<file path="src/rtl/cpu_pkg.sv">
// Shared definitions for the five-stage CPU: opcode encodings, the bubble word
// and default datapath widths.
package cpu_pkg;

  localparam int PC_W    = 8;
  localparam int INSTR_W = 16;

  typedef enum logic [3:0] {
    OP_LW   = 4'h0,
    OP_SW   = 4'h1,
    OP_ADD  = 4'h2,
    OP_SUB  = 4'h3,
    OP_AND  = 4'h4,
    OP_OR   = 4'h5,
    OP_SLT  = 4'h6,
    OP_ADDI = 4'h7,
    OP_BEQ  = 4'h8,
    OP_J    = 4'h9,
    OP_NOP  = 4'hF
  } opcode_t;

  // Opcode 4'hF decodes to all-zero control, so this word is a harmless bubble.
  localparam logic [INSTR_W-1:0] NOP_INSTR = {OP_NOP, {(INSTR_W-4){1'b0}}};
  localparam logic [PC_W-1:0]    RST_PC    = '0;

  function automatic opcode_t opcode_of(input logic [INSTR_W-1:0] instr);
    return opcode_t'(instr[INSTR_W-1 -: 4]);
  endfunction

endpackage

</file>
<file path="src/rtl/fetch_stage_if.sv">
// Fetch-stage bus: instruction-memory port, ID-stage control inputs and the
// IF/ID register outputs. master = fetch stage, slave = memory/ID side.
interface fetch_stage_if
  import cpu_pkg::*;
#(
  parameter int PC_W    = cpu_pkg::PC_W,
  parameter int INSTR_W = cpu_pkg::INSTR_W
);
  logic [PC_W-1:0]    imem_addr;
  logic [INSTR_W-1:0] imem_rdata;
  logic               stall;
  logic               pc_src;
  logic               if_flush;
  logic [PC_W-1:0]    branch_target;
  logic [INSTR_W-1:0] ifid_instr;
  logic [PC_W-1:0]    ifid_pc1;
  logic               ifid_valid;

  modport master (
    output imem_addr,
    input  imem_rdata,
    input  stall,
    input  pc_src,
    input  if_flush,
    input  branch_target,
    output ifid_instr,
    output ifid_pc1,
    output ifid_valid
  );

  modport slave (
    input  imem_addr,
    output imem_rdata,
    output stall,
    output pc_src,
    output if_flush,
    output branch_target,
    input  ifid_instr,
    input  ifid_pc1,
    input  ifid_valid
  );
endinterface

</file>
<file path="src/rtl/fetch_perf_cnt.sv">
// Three saturating 32-bit event counters for the fetch stage:
// fetched, flushed and stalled cycles.
module fetch_perf_cnt
  import cpu_pkg::*;
(
  input  logic        clk,
  input  logic        rst_n,
  input  logic        stall,
  input  logic        if_flush,
  output logic [31:0] perf_fetched,
  output logic [31:0] perf_flushed,
  output logic [31:0] perf_stalled
);
  localparam int N_CNT = 3;

  logic [N_CNT-1:0] inc;
  logic [31:0]      cnt_reg [N_CNT];

  // A cycle is exactly one of: stalled, flushed (with or without redirect), fetched.
  assign inc[0] = !stall && !if_flush;
  assign inc[1] = !stall &&  if_flush;
  assign inc[2] =  stall;

  generate
    for (genvar gi = 0; gi < N_CNT; gi++) begin : g_cnt
      always_ff @(posedge clk or negedge rst_n) begin
        if (!rst_n) begin
          cnt_reg[gi] <= '0;
        end else if (inc[gi] && (cnt_reg[gi] != 32'hFFFF_FFFF)) begin
          cnt_reg[gi] <= cnt_reg[gi] + 32'd1;
        end
      end
    end
  endgenerate

  assign perf_fetched = cnt_reg[0];
  assign perf_flushed = cnt_reg[1];
  assign perf_stalled = cnt_reg[2];
endmodule

</file>
<file path="src/rtl/fetch_stage.sv">
// IF stage and IF/ID pipeline register: PC, instruction-memory address, fetched word.
// Optional FETCH_PERF_CNT_EN adds saturating fetch/flush/stall counters.
module fetch_stage
  import cpu_pkg::*;
#(
  parameter int                        PC_W      = cpu_pkg::PC_W,
  parameter int                        INSTR_W   = cpu_pkg::INSTR_W,
  parameter logic [INSTR_W-1:0]        NOP_INSTR = cpu_pkg::NOP_INSTR,
  parameter logic [PC_W-1:0]           RST_PC    = cpu_pkg::RST_PC
)(
  input  logic           clk,
  input  logic           rst_n,
`ifdef FETCH_PERF_CNT_EN
  output logic [31:0]    perf_fetched,
  output logic [31:0]    perf_flushed,
  output logic [31:0]    perf_stalled,
`endif
  fetch_stage_if.master  fif
);
  logic [PC_W-1:0]    pc_reg;
  logic [PC_W-1:0]    pc_inc;
  logic [INSTR_W-1:0] ifid_instr_reg;
  logic [PC_W-1:0]    ifid_pc1_reg;
  logic               ifid_valid_reg;

  // Wraps modulo 2**PC_W by construction.
  assign pc_inc = pc_reg + PC_W'(1);

  // Stall outranks everything: the branch in ID is itself held and re-evaluates.
  always_ff @(posedge clk or negedge rst_n) begin
    if (!rst_n) begin
      pc_reg         <= RST_PC;
      ifid_instr_reg <= NOP_INSTR;
      ifid_pc1_reg   <= '0;
      ifid_valid_reg <= 1'b0;
    end else if (!fif.stall) begin
      pc_reg <= fif.pc_src ? fif.branch_target : pc_inc;
      if (fif.if_flush) begin
        ifid_instr_reg <= NOP_INSTR;
        ifid_pc1_reg   <= '0;
        ifid_valid_reg <= 1'b0;
      end else begin
        ifid_instr_reg <= fif.imem_rdata;
        ifid_pc1_reg   <= pc_inc;
        ifid_valid_reg <= 1'b1;
      end
    end
  end

  assign fif.imem_addr  = pc_reg;
  assign fif.ifid_instr = ifid_instr_reg;
  assign fif.ifid_pc1   = ifid_pc1_reg;
  assign fif.ifid_valid = ifid_valid_reg;

`ifdef FETCH_PERF_CNT_EN
  fetch_perf_cnt u_perf (
    .clk          (clk),
    .rst_n        (rst_n),
    .stall        (fif.stall),
    .if_flush     (fif.if_flush),
    .perf_fetched (perf_fetched),
    .perf_flushed (perf_flushed),
    .perf_stalled (perf_stalled)
  );
`endif
endmodule

</file>
<file path="src/flat_wrapper.sv">
// flat-port wrapper written by rule: the top's interface ports become plain ports
module fetch_stage_flat import cpu_pkg::*;
#(
  parameter int                        PC_W      = cpu_pkg::PC_W,
  parameter int                        INSTR_W   = cpu_pkg::INSTR_W,
  parameter logic [INSTR_W-1:0]        NOP_INSTR = cpu_pkg::NOP_INSTR,
  parameter logic [PC_W-1:0]           RST_PC    = cpu_pkg::RST_PC
)
  (clk, rst_n, fif_imem_addr, fif_imem_rdata, fif_stall, fif_pc_src, fif_if_flush, fif_branch_target, fif_ifid_instr, fif_ifid_pc1, fif_ifid_valid);
  fetch_stage_if #(.PC_W(PC_W), .INSTR_W(INSTR_W)) fif_i ();
  input  logic clk;
  input  logic rst_n;
  output wire logic [$bits(fif_i.imem_addr)-1:0] fif_imem_addr;
  input wire logic [$bits(fif_i.imem_rdata)-1:0] fif_imem_rdata;
  input wire logic [$bits(fif_i.stall)-1:0] fif_stall;
  input wire logic [$bits(fif_i.pc_src)-1:0] fif_pc_src;
  input wire logic [$bits(fif_i.if_flush)-1:0] fif_if_flush;
  input wire logic [$bits(fif_i.branch_target)-1:0] fif_branch_target;
  output wire logic [$bits(fif_i.ifid_instr)-1:0] fif_ifid_instr;
  output wire logic [$bits(fif_i.ifid_pc1)-1:0] fif_ifid_pc1;
  output wire logic [$bits(fif_i.ifid_valid)-1:0] fif_ifid_valid;
  assign fif_imem_addr = fif_i.imem_addr;
  assign fif_i.imem_rdata = fif_imem_rdata;
  assign fif_i.stall = fif_stall;
  assign fif_i.pc_src = fif_pc_src;
  assign fif_i.if_flush = fif_if_flush;
  assign fif_i.branch_target = fif_branch_target;
  assign fif_ifid_instr = fif_i.ifid_instr;
  assign fif_ifid_pc1 = fif_i.ifid_pc1;
  assign fif_ifid_valid = fif_i.ifid_valid;
  fetch_stage #(.PC_W(PC_W), .INSTR_W(INSTR_W), .NOP_INSTR(NOP_INSTR), .RST_PC(RST_PC)) u_core (.clk(clk), .rst_n(rst_n), .fif(fif_i));
endmodule
</file>
<file path="config.mk">
export PLATFORM = sky130hd
export DESIGN_NAME = fetch_stage_flat
export DESIGN_NICKNAME = d
export VERILOG_FILES = /design/src/rtl/cpu_pkg.sv /design/src/rtl/fetch_stage_if.sv /design/src/rtl/fetch_perf_cnt.sv /design/src/rtl/fetch_stage.sv /design/src/flat_wrapper.sv
export SDC_FILE = /design/constraint.sdc
export NUM_CORES = 1
export LEC_CHECK = 0
export ABC_AREA = 1
export CORE_UTILIZATION = 40
export CTS_CLUSTER_DIAMETER = 80
export DETAILED_ROUTE_END_ITERATION = 7
export GPL_TIMING_DRIVEN = 0
export PLACE_DENSITY = 0.86
export SYNTH_ARGS = -nofsm -noshare
export SYNTH_HDL_FRONTEND = slang
export SYNTH_SLANG_ARGS = --single-unit
</file>
<file path="constraint.sdc">
create_clock -name clk -period 1.7 [get_ports clk]
set_input_delay 0.34 -clock clk [delete_from_list [all_inputs] [get_ports clk]]
set_output_delay 0.34 -clock clk [all_outputs]
set_load 0.005 [all_outputs]
</file>
==> results of run 1 <==
==> through the flow <==
| stage | area (sq um) | worst slack (ns) | TNS [ns] | cells |
|---|---|---|---|---|
| floorplan | 1488 | 0.5130 | 0 | 152 |
| global placement | 2146 | -0.2952 | -8.621 | 258 |
| detailed placement | 2173 | 0.2105 | 0 | 259 |
| CTS | 2263 | 0.04042 | 0 | 267 |
| global route | 2263 | 0.006038 | 0 | 267 |
| finish | 2263 | 0.04724 | 0 | 267 |
==> layout make-up <==
| cell class | count | area share [%] |
|---|---|---|
| plain buffers | 7 | 1.990 |
| inverters | 10 | 1.769 |
| clock buffers | 8 | 3.980 |
| repair buffers | 61 | 27.75 |
| flip-flops and latches | 33 | 36.71 |
| multi-input cells | 102 | 25.26 |
| well taps | 46 | 2.543 |
==> per-layer routing <==
| metal | global-route usage [%] | vias to the layer above | routed length [microns] |
|---|---|---|---|
| met2 | 31.85 | 59 | 1745 |
| met3 | 7.664 | 5 | 310 |
| met4 | 8.721 | 0 | 44 |
| met1 | 26.03 | 627 | 1514 |
| met5 | 0 | - | 0 |
| li1 | - | 648 | - |
==> power by group <==
group	switching (mW)	internal, mW
Combinational	0.207	0.293
Clock	0.269	0.330
Sequential	0.0727	0.873
==> kinds of logic after synthesis <==
family / after synthesis / share of synthesized area (%)
compound gates: 30 / 14.72
fa+ha+maj: 1 / 0.8409
buf+inv: 17 / 5.720
flops: 33 / 55.85
simple gates: 71 / 22.88
==> worst max path at each step <==
| stage | to | slack, ns |
|---|---|---|
| CTS | fif_ifid_instr[13] | 0.04 |
| finish | fif_ifid_instr[13] | 0.05 |
| detailed placement | u_core.fif.imem_addr[6] | 0.21 |
| global route | fif_ifid_instr[13] | 0.006 |
| floorplan | u_core.fif.imem_addr[6] | 0.51 |
| global placement | u_core.fif.ifid_pc1[6] | -0.30 |
==> cells in the final DEF (no fill, tap or decap) <==
master,n
clkbuf_8,6
nand2_4,1
buf_16,1
a21oi_1,6
or2_1,1
dfrtp_1,29
inv_2,2
nand4_1,1
nor2_8,1
nand2_2,3
o21ai_1,3
nand3_2,2
clkbuf_1,2
o21ai_0,2
inv_1,7
nand2_1,39
nand3_1,12
inv_4,1
clkdlybuf4s50_1,60
nor2_4,1
ha_1,1
nor2_2,1
clkbuf_4,1
o22a_1,4
a22oi_1,2
dfstp_2,4
buf_4,3
buf_2,3
a22o_1,13
nor2_1,9
==> impl_metrics.toml, run 1 <==
[cells_and_area]
multiInputGateArea_sq_um = 571.8
num_antenna_cells = 0
largest_reg_flops = 16
seqCellArea_sq_um = 830.8
fill_cells = 274
final_util_pct = 65.76
finalNetCount = 250
area_delta_synth_final_pct = 52.14
drive_gt1_share_pct = 13.57

[grt]
grt_max_degree = 20
antenna_found_initial = 0
grt_pass1_vias = 1293
grt.overflow.total = 0
grt_pass1_wl_mm = 6.216
track_usage_pct = 20.73

[synth]
synthTopCellsByArea = "dfrtp_1 49%, nand2_1 9.8%, a22o_1 7.7%, dfstp_2 7.1%, nand3_1 4.0%"
synth_top_area_cell = "dfrtp_1"
synth.avg_cell_area_sq_um = 9.787
synth.net_count = 182
synth.top_cell.area_share_pct = 48.78
syn-instance-count = 152
postSynth.asyncResetShare_pct = 100.0
yosysSeqAreaShare_pct = 55.85
synth-edff-count = 0
syn-cell-area_sq_um = 1488
synth_commonest_cells = "39 x nand2_1, 29 x dfrtp_1, 13 x a22o_1"
yosysMostFrequentCell = "nand2_1"
ys_seq_elements = 33
yosys_warnings = 0
yosysUniqueCellTypes = 26
synth_ff_type = "dfrtp_1"

[clock_network]
hold_buffers = 0
worstSkewPairLatency_ns = 0.29
cts_max_path_buffers = 2
cts_htree_levels = 2
clockRootBuffer = "clkbuf_8"
clk_pin_slew_ns = 0.06
cts_setup_buffers = 0
clock_sinks = 33
cts_tree = "done"
tritoncts.num_buffers = 5
post_cts_resized = 0

[worst_setup_path]
regToRegStartpoint = "u_core.fif.imem_addr[1]"
critPathLaunch = "u_core.fif.ifid_instr[13]"
path_max_fanout = 2
worst-setup-path-type = "reg2out"
worstPathCellList = "clkdlybuf4s50_1"
crit_family = "flip-flops"
worstPathArrival_ns = 1.31
critical_path_depth = 1
rrSetupSlack_ns = 0.37
cpPeakStageDelay_ns = 0.53
worst_setup_path_start_kind = "flop"
crit_required_ns = 1.36
reg2reg_to = "u_core.fif.ifid_pc1[6]"
crit_path_end_kind = "output pin"
crit_buf_inv = 1
slowest_stage = "dfstp_2"
r2r_cells = 6

[sta]
rsz0062_at_grt = "no"
min_period_ns = 1.653
tightest_slew_ns = 0.7004
slew_headroom_pct = 53.16
hold_ws_ns = 0.4139
clock_skew_ns = 0.007183
period_share_pct = 97.22
setup-violations-final = 0
max_freq_ghz = 0.6050
slew_violations = 0
hold_viol_final = 0

[drt]
ant_nets = 0
via_per_inst = 5.015
routedWlPerCell_microns = 13.54
drt_first_pass_iters = 4
dr_total_vias = 1339
drcViolationCount = 0
finalWirelength_mm = 3.616
drtIter0Drc = 88

[power]
total_power_mw = 2.045
ir_drop_uv = 667.8
power_leakage_nw = 1.047
power_density_nw_per_um2 = 903.7

[run]
maxCapViolCount = 0

[floorplan]
die_area_sq_um = 3967
ios = 62
coreArea_sq_um = 3442
fp.dieW_microns = 62.99
dieHeight_microns = 62.99
rows = 21
start_util_pct = 43.22

[place]
hpwlAfterDp_mm = 2.667
io_buffers = 60
gp_congestion = 0.8556

[worst_hold_path]
whs_endpoint = "u_core.fif.ifid_instr[10]"
min_from = "fif_stall"
whs_path_depth = 2
hold_class = "in2reg"

[run_status]
status = "finished clean"
Power figures use the tool's default switching activity.
==> run 2: changes to the inputs <==
- CORE_UTILIZATION: 40 -> 45
- PLACE_DENSITY: 0.86 -> 0.94
==> impl_metrics.toml, run 2 (synthesis gave the netlist of run 1 again) <==
[cells_and_area]
finalNetCount = 251
num_antenna_cells = 0
postLayoutCellArea_sq_um = 2241
seqCellArea_sq_um = 835.8
area_delta_synth_final_pct = 50.63
drive_gt1_share_pct = 16.67
multiInputGateArea_sq_um = 571.8
final_util_pct = 72.22
fill_cells = 252
largest_reg_flops = 16
final_common_cell = "clkdlybuf4s50_1"
mostFrequentLayoutCells = "54 x clkdlybuf4s50_1, 39 x nand2_1, 25 x dfrtp_1"

[drt]
ant_nets = 0
dr_total_vias = 1389
drcViolationCount = 0
drtIter0Drc = 55
finalWirelength_mm = 3.667
routedWlPerCell_microns = 13.79
drt_first_pass_iters = 5
via_per_inst = 5.222

[sta]
tightest_slew_ns = 0.7103
hold_viol_final = 0
slew_violations = 0
setup-violations-final = 0
max_freq_ghz = 0.6035
min_period_ns = 1.657
slew_headroom_pct = 52.65
period_share_pct = 97.47
clock_skew_ns = 0.01697
rsz0062_at_grt = "no"
layout_setup_ws_ns = 0.04301
totalNegativeSetupSlack_ns = 0

[clock_network]
cts_max_path_buffers = 2
clock_sinks = 33
tritoncts.num_buffers = 5
cts_htree_levels = 2
cts_tree = "done"
clk_pin_slew_ns = 0.11
worstSkewPairLatency_ns = 0.35
clockRootBuffer = "clkbuf_4"

[run_status]
status = "finished clean"

[power]
total_power_mw = 2.055
ir_drop_uv = 705.7
power_density_nw_per_um2 = 916.9
power_leakage_nw = 1.045

[place]
placed_area_sq_um = 2138
hpwlAfterDp_mm = 2.581
gp_congestion = 0.8561
place_ws_ns = 0.2026
io_buffers = 60

[floorplan]
coreArea_sq_um = 3103
die_area_sq_um = 3540
start_util_pct = 47.94
dieHeight_microns = 59.50
fp.dieW_microns = 59.50
rows = 20
ios = 62

[worst_setup_path]
worst-setup-path-type = "reg2out"
cpPeakStageDelay_ns = 0.54
crit_path_end_kind = "output pin"
crit_family = "buffers and inverters"
worstPathCellList = "clkdlybuf4s50_1"
slowest_stage = "clkdlybuf4s50_1"
worst_setup_path_start_kind = "flop"
worstPathArrival_ns = 1.32
crit_required_ns = 1.36
path_max_fanout = 4
rrSetupSlack_ns = 0.39
crit_buf_inv = 1

[run]
maxCapViolCount = 0

[grt]
grt_pass1_vias = 1300
grt_max_degree = 34
antenna_found_initial = 0
track_usage_pct = 22.72
grt.overflow.total = 0
grt_pass1_wl_mm = 5.865

[worst_hold_path]
hold_class = "in2async"
-- run 2: report_power, final --
| group | leakage (nW) | internal [mW] | switching, mW | total (mW) |
|---|---|---|---|---|
| clock network | 0.0455 | 0.351 | 0.264 | 0.615 |
| registers | 0.404 | 0.875 | 0.0702 | 0.945 |
| logic | 0.595 | 0.285 | 0.210 | 0.495 |
| total | 1.04 | 1.51 | 0.544 | 2.05 |
-- run 2: routing by layer --
metal  up-vias  global-route usage [%]  wire (microns)
li1        652                       -               -
met1       668                   27.53            1569
met2        62                   37.24            1786
met3         7                   7.424             229
met4         0                   9.302              80
met5         -                       0               0
-- run 2: metrics by stage --
step                      hold WS [ns]  instances
after floorplan                0.04441        152
after global placement          0.4644        256
after detailed placement        0.4328        256
after CTS                      0.05381        266
after global routing           0.06800        266
final                          0.02729        266
-- run 2: final cells by class --
class                   count  share of cell area, %
plain buffers               7                  2.010
clock buffers               7                  2.457
clock inverters             1                  1.340
inverters                  10                  1.787
multi-input cells         102                  25.52
flip-flops and latches     33                  37.30
well taps                  44                  2.457
repair buffers             62                  27.14
-- run 2: final timing paths --
check	from	endpoint	depth (start not counted)
hold reg to reg	u_core.fif.ifid_valid	u_core.fif.ifid_valid	2
min in group clk	fif_stall	u_core.fif.ifid_instr[10]	2
setup reg to reg	u_core.fif.imem_addr[1]	u_core.fif.imem_addr[6]	6
max in group asynchronous	rst_n	u_core.fif.imem_addr[0]	1
setup / recovery	u_core.fif.imem_addr[4]	fif_imem_addr[4]	1
hold / removal	rst_n	u_core.fif.imem_addr[5]	1
-- run 2: repair_timing --
action / in CTS / in global routing
setup endpoints to repair: 5 / 3
hold endpoints to repair: 0 / 0
hold buffers: 0 / 0
gates resized for setup: 5 / 4
buffers inserted: 2 / 0
